### config.mk
export PLATFORM = sky130hd
export DESIGN_NAME = rob_retire
export DESIGN_NICKNAME = d
export VERILOG_FILES = /design/src/rtl/rob_retire.sv
export SDC_FILE = /design/constraint.sdc
export NUM_CORES = 1
export LEC_CHECK = 0
export ABC_AREA = 1
export BUFFER_PORTS_ARGS = -buffer_cell sky130_fd_sc_hd__buf_4
export CAP_MARGIN = 10
export CORE_ASPECT_RATIO = 1.1
export CORE_MARGIN = 1.5
export CORE_UTILIZATION = 37
export CTS_BUF_LIST = sky130_fd_sc_hd__clkbuf_8
export CTS_CLUSTER_SIZE = 30
export DETAILED_ROUTE_END_ITERATION = 12
export PLACE_DENSITY = 0.54
export SYNTH_ARGS = -nofsm -noshare
export SYNTH_HDL_FRONTEND = slang
export SYNTH_SLANG_ARGS = --single-unit
### constraint.sdc
create_clock -name clk -period 4.9 [get_ports clk]
set_input_delay 0.735 -clock clk [delete_from_list [all_inputs] [get_ports clk]]
set_output_delay 0.735 -clock clk [all_outputs]
set_load 0.01 [all_outputs]
### src/rtl/rob_retire.sv
// rob_retire: reorder buffer with out-of-order completion and in-order, one-per-cycle retire.
module rob_retire #(
    parameter int DEPTH    = 8,
    parameter int ADDR_W   = $clog2(DEPTH),
    parameter int D_ADDR_W = 3,
    parameter int D_DATA_W = 8,
    parameter int S_ADDR_W = 2,
    parameter int S_DATA_W = 1
) (
    input  logic                clk,
    input  logic                rst,
    input  logic                flush,
    input  logic                alloc_req,
    output logic                alloc_ready,
    output logic [ADDR_W-1:0]   alloc_addr,
    input  logic                cpl_valid,
    input  logic [ADDR_W-1:0]   cpl_rob_addr,
    input  logic                cpl_d_valid,
    input  logic [D_ADDR_W-1:0] cpl_d_addr,
    input  logic [D_DATA_W-1:0] cpl_d_data,
    input  logic                cpl_s_valid,
    input  logic [S_ADDR_W-1:0] cpl_s_addr,
    input  logic [S_DATA_W-1:0] cpl_s_data,
    output logic                ret_valid,
    output logic [ADDR_W-1:0]   ret_rob_addr,
    output logic                ret_d_valid,
    output logic [D_ADDR_W-1:0] ret_d_addr,
    output logic [D_DATA_W-1:0] ret_d_data,
    output logic                ret_s_valid,
    output logic [S_ADDR_W-1:0] ret_s_addr,
    output logic [S_DATA_W-1:0] ret_s_data,
    output logic [ADDR_W:0]     count,
    output logic                cpl_err
);
    localparam logic [ADDR_W:0] one = 1;
    logic [ADDR_W:0]     head, tail;
    logic [DEPTH-1:0]    busy, done, d_v, s_v;
    logic [D_ADDR_W-1:0] d_a [DEPTH];
    logic [D_DATA_W-1:0] d_d [DEPTH];
    logic [S_ADDR_W-1:0] s_a [DEPTH];
    logic [S_DATA_W-1:0] s_d [DEPTH];
    logic [ADDR_W-1:0]   hidx, tidx;
    logic                full, alloc_fire, cpl_ok, ret_fire;
    always_comb begin
        hidx        = head[ADDR_W-1:0];
        tidx        = tail[ADDR_W-1:0];
        full        = (hidx == tidx) && (head[ADDR_W] != tail[ADDR_W]);
        alloc_ready = !full;
        alloc_addr  = tidx;
        count       = tail - head;
        alloc_fire  = alloc_req && !full;
        cpl_ok      = cpl_valid && busy[cpl_rob_addr] && !done[cpl_rob_addr];
        ret_fire    = busy[hidx] && done[hidx];
    end
    // payload needs no reset: it is only visible once its done bit is set
    always_ff @(posedge clk) begin
        if (cpl_ok) begin
            d_v[cpl_rob_addr] <= cpl_d_valid;
            d_a[cpl_rob_addr] <= cpl_d_addr;
            d_d[cpl_rob_addr] <= cpl_d_data;
            s_v[cpl_rob_addr] <= cpl_s_valid;
            s_a[cpl_rob_addr] <= cpl_s_addr;
            s_d[cpl_rob_addr] <= cpl_s_data;
        end
    end
    always_ff @(posedge clk or posedge rst) begin
        if (rst) begin
            head         <= '0;
            tail         <= '0;
            busy         <= '0;
            done         <= '0;
            ret_valid    <= 1'b0;
            ret_rob_addr <= '0;
            ret_d_valid  <= 1'b0;
            ret_d_addr   <= '0;
            ret_d_data   <= '0;
            ret_s_valid  <= 1'b0;
            ret_s_addr   <= '0;
            ret_s_data   <= '0;
            cpl_err      <= 1'b0;
        end else if (flush) begin
            head        <= '0;
            tail        <= '0;
            busy        <= '0;
            done        <= '0;
            ret_valid   <= 1'b0;
            ret_d_valid <= 1'b0;
            ret_s_valid <= 1'b0;
            cpl_err     <= 1'b0;
        end else begin
            ret_valid   <= ret_fire;
            ret_d_valid <= ret_fire && d_v[hidx];
            ret_s_valid <= ret_fire && s_v[hidx];
            cpl_err     <= cpl_valid && !cpl_ok;
            if (ret_fire) begin
                ret_rob_addr <= hidx;
                ret_d_addr   <= d_a[hidx];
                ret_d_data   <= d_d[hidx];
                ret_s_addr   <= s_a[hidx];
                ret_s_data   <= s_d[hidx];
                busy[hidx]   <= 1'b0;
                done[hidx]   <= 1'b0;
                head         <= head + one;
            end
            // a legal completion never targets a retiring head, since that head is already done
            if (cpl_ok) done[cpl_rob_addr] <= 1'b1;
            if (alloc_fire) begin
                busy[tidx] <= 1'b1;
                done[tidx] <= 1'b0;
                tail       <= tail + one;
            end
        end
    end
endmodule

== Word level (Yosys, flattened, before mapping) ==
Memories as Yosys holds them, arrays and structs flattened. A register that Yosys moved wholly into a read port is not among the register bits.
Cells that the tools add are included.
W data, S select, Z words.
Operators by class
  add/sub/neg operators: 3
  magnitude comparators: 6
  equal/unequal tests: 2
  multiplexer cells: 40
  bitwise logic cells: 8
  reduce and logical (&&, ||, !) cells: 17
Operators by type and width (count)
  $mux W8: 10
  $and A8 B8 Y8: 3
  $bmux W1 S3: 6
  $bwmux W8: 2
  $mux W4: 4
  $not A8 Y8: 2
  $or A8 B8 Y8: 2
  $mux W1: 15
  $lt A3 B4 Y1 const B: 3
  $logic_and A1 B1 Y1: 11
  $demux W1 S3: 3
  $ge A3 B1 Y1 const B: 3
  $add A4 B1 Y4 const B: 2
  $reduce_bool A2 Y1: 2
  $sub A4 B4 Y4: 1
  $eq A3 B3 Y1: 1
  $logic_not A1 Y1: 3
  $reduce_and A2 Y1: 1
  $ne A1 B1 Y1: 1
  $not A1 Y1: 1
Word-level totals
  register bits: 47
  memory bits (writable): 112
  logic and storage cells: 91
  memories kept: 4
Memories
  d_d: depth 8, width 8, rd ports 1, clocked after memory_dff 1, write ports 1, RTL line 39  | logic [D_DATA_W-1:0] d_d [DEPTH];
  d_a: depth 8, width 3, rd ports 1, clocked after memory_dff 1, write ports 1, RTL line 38  | logic [D_ADDR_W-1:0] d_a [DEPTH];
  s_a: depth 8, width 2, rd ports 1, clocked after memory_dff 1, write ports 1, RTL line 40  | logic [S_ADDR_W-1:0] s_a [DEPTH];
  s_d: depth 8, width 1, rd ports 1, clocked after memory_dff 1, write ports 1, RTL line 41  | logic [S_DATA_W-1:0] s_d [DEPTH];

== Logic depth before layout (Yosys ltp) ==
  word-level depth: 14
  mapped depth: 13
  depth with buffers taken out: 11

== Least setup slack after synthesis ==
No wires, ideal clock.
  kind: input -> register
  start point: in cpl_rob_addr[0]
  end point: mem d_a[0][0], enable pin
  arrival time: 1988 ps
  required time: 4536 ps
  setup slack: 2548 ps
  stages on the path: 9
  buffers on the path: 2
  path through: clkbuf_2 buf_2 o21ai_0 nand2_1 nand2_1 nand2_1 nand2_1 nand3_1 inv_1
On the way
  cells in the longest elaborated chain, start to end: 6
RTL lines
  start, declared: RTL line 17  | input logic [ADDR_W-1:0] cpl_rob_addr,
  $bmux W1 S3: RTL line 52  | cpl_ok = cpl_valid && busy[cpl_rob_addr] && !done[cpl_rob_addr];
  $mux W1 (not written as such): RTL line 52
  $logic_and A1 B1 Y1 or $logic_not A1 Y1 (tied branches): RTL line 52
  $logic_and A1 B1 Y1: RTL line 52
  $mux W1: RTL line 57  | if (cpl_ok) begin
  $mux W1 (not written as such): RTL line 59  | d_a[cpl_rob_addr] <= cpl_d_addr;
  end, declared: RTL line 38
Parallel ways exist; a longest one is shown, timed or not. The select of a mux whose other input is x is not followed.

== Worst setup path after layout ==
  start point: reg head[1]
  end point: out count[3]
On the way
  cells in the longest elaborated chain, start to end: 1
RTL lines
  start, declared: RTL line 36  | logic [ADDR_W:0] head, tail;
  start signal, assigned: RTL line 103  | head <= head + one;
  $sub A4 B4 Y4: RTL line 50  | count = tail - head;
  end, declared: RTL line 32  | output logic [ADDR_W:0] count,
Every way passes these cells.

==> flow_summary.yaml <==
place:
  place_area_um2: 7730
  portBuffers: 52
  dp_slack_ns: 2.08
  hpwl_um: 11400
  gp_congestion: 0.904
clock_network:
  clk_latency_ns: 0.46
  hold_buffers: 0
  cts_setup_buffers: 0
  htreeDepth: 4
  cts_inserted_buffers: 17
  cts_tree: "built"
  ctsResizeCount: 0
  cts_buffer_depth: 2
  cts.clk_slew.worst_paths_ns: 0.08
  clock_tree.root_cell: "clkbuf_8"
  cts_sinks: 173
detailed_routing:
  vias: 4814
  dr.pass1.iters: 5
  ant_nets: 0
  first_iter_violations: 379
  drc: 0
  vias_per_cell: 5.08
  wirelength_um: 17600
  post_drt_wl_per_cell_um: 18.6
power_and_ir_drop:
  p_int_uw: 2190
  switching_share_pct: 21.2
  p_clk_share_pct: 38.7
  comb_power_share_pct: 3.9
  p_switching_uw: 586
  power.leakage_uw: 0.00333
  powerDensity_nw_per_um2: 340
  vdd.ir_drop.worst_mv: 0.197
  sequentialPowerShare_pct: 57.5
floorplanning:
  die_w_um: 136
  dieHeight_um: 149
  pin_count: 53
  die-area_um2: 20300
  num_rows: 53
  core_area_um2: 19100
  start_util_pct: 37.6
synthesis:
  seq_area_frac_synth_pct: 69.2
  syn_nets: 670
  yosysTopAreaCell: "edfxtp_1"
  synth-main-ff-cell: "edfxtp_1"
  yosys-top-cells-area: "edfxtp_1, dfrtp_1, nand2_1"
  ys_ff_latch: 173
  syn-instance-count: 640
  syn_avg_cell_area_um2: 11.2
  synth_edf_count: 128
  ys_types: 35
  synthArstFlopShare_pct: 26.0
  ys_warn_count: 0
  synth_top_area_share_pct: 53.5
  netlist_area_um2: 7190
sta:
  fin_hold_ws_ns: 0.476
  hold_viol: 0
  slew_headroom_pct: 28.8
  post-route-period-util_pct: 60.2
  max_freq_mhz: 339
  slew_viol_final: 0
  skew_ns: 0.0160
  period_minus_slack_ns: 2.95
  timing.final.ws_setup_ns: 1.95
  totalNegativeSetupSlack_ns: 0
  rsz0062_at_grt: "no"
  worst_pin_slew_ns: 1.07
  setup_viol: 0
global_routing:
  grt_max_degree: 46
  track_usage_pct: 18.3
  grt_pass1_wl_um: 27200
  antenna_found_initial: 0
  grt_pass1_vias: 4789
  grt-ovfl-total: 0
critical_path:
  arrival_ns: 2.22
  crit_fanout: 16
  critPathKind: "flop to primary output"
  end_kind: "primary output"
  startpoint_type: "flop"
  cp.required_ns: 4.16
job:
  cap_violations: 0
layout:
  fill_cells: 1828
  nets: 717
  diodes: 0
  fin_area_um2: 8150
  final_util_pct: 42.7
  drive_above_1_share_pct: 13.9
  area_growth_pct: 13.5
min_path:
  hold_class: "flop to flop"
status:
  status: "complete, no violations"
==> metrics by stage <==
step,power (uW),instances
after global placement,1730,915
after floorplan,1680,640
final,2770,947
after global routing,2860,947
after detailed placement,1730,915
after CTS,2800,947
==> worst max-delay path, cell delays in order (launching register included) <==
cell	delay (ns)
dfrtp_1	0.75
inv_2	0.14
ha_1	0.34
nand2_1	0.05
o21ai_0	0.20
xnor2_1	0.14
buf_4	0.14
==> power groups by stage <==
stage	registers, uW	logic, uW	clock network [uW]
finish	1590	107	1070
floorplan	1630	49.4	0
global route	1590	119	1150
detailed placement	1630	108	0
global placement	1630	105	0
CTS	1590	108	1090
==> placed cells by master (no fill, tap or decap), types with 5 or more instances in the layout <==
cell type,instances
nand2_1,221
edfxtp_1,128
buf_4,52
dfrtp_1,45
inv_1,41
nand3_1,34
nor2_1,23
a21oi_1,23
nand4_1,19
clkbuf_8,18
o21ai_0,14
a22oi_1,13
o21ai_1,10
nor3_1,10
inv_2,5
ha_1,5
==> cells in the mapped netlist (3+ instances only) <==
cell       number
clkbuf_1        3
edfxtp_1      128
a22oi_1        13
nand3_1        34
buf_2           9
nor2_1         23
nor3_1         10
buf_4           7
o21ai_1        10
nor2_2          4
nand4_1        19
a21oi_1        23
ha_1            5
inv_1          39
o21ai_0        14
dfrtp_1        45
o2111ai_1       4
buf_6           4
nand2_1       221
inv_2           4
==> worst paths after layout <==
check | from | endpoint | slack [ns] | cells past startpoint
min in group asynchronous | rst | ret_d_addr[2] | 0.55 | 2
min reg2reg | ret_rob_addr[0] | ret_rob_addr[0] | 0.48 | 2
max in group asynchronous | rst | ret_s_addr[1] | 3.69 | 2
max | head[1] | count[3] | 1.95 | 6
max reg2reg | head[0] | ret_d_data[7] | 2.43 | 9
min | ret_rob_addr[0] | ret_rob_addr[0] | 0.48 | 2
==> state kept, by name, indices dropped and copies added (netlist names) <==
name          count
d_d              64
d_a              24
s_a              16
busy              8
d_v               8
done              8
ret_d_data        8
s_d               8
s_v               8
head              4
tail              4
ret_d_addr        3
ret_rob_addr      3
ret_s_addr        2
cpl_err           1
ret_d_valid       1
ret_s_data        1
ret_s_valid       1
ret_valid         1
==> layer usage <==
layer,track usage [%],up-vias,share of wire (%)
met1,24.4,2351,45
met3,3.84,27,4.7
met4,6.06,0,1.8
li1,-,2280,-
met5,0,-,0
met2,29.9,156,48
==> cells by family (layout without fill, tap and decap cells) <==
group                    count (synthesis)  count (layout)  share of synthesized area (%)
flip-flops                             173             173                           69.2
adder cells (fa/ha/maj)                  6               6                           1.15
AO/OA/AOI/OAI                           69              69                           5.64
XOR/XNOR                                 4               4                          0.488
buffers and inverters                   70             130                           4.68
AND/OR/NAND/NOR                        318             318                           18.9
==> cell type report <==
type	instances	area (um^2)	share of cell area, %
flip-flops and latches	173	4970	61.0
repair buffers	52	390	4.79
multi-input cells	397	1880	23.1
clock inverters	14	179	2.19
clock buffers	18	248	3.04
inverters	46	178	2.18
well taps	247	309	3.79
No activity file was read; power rests on OpenSTA's default activity.
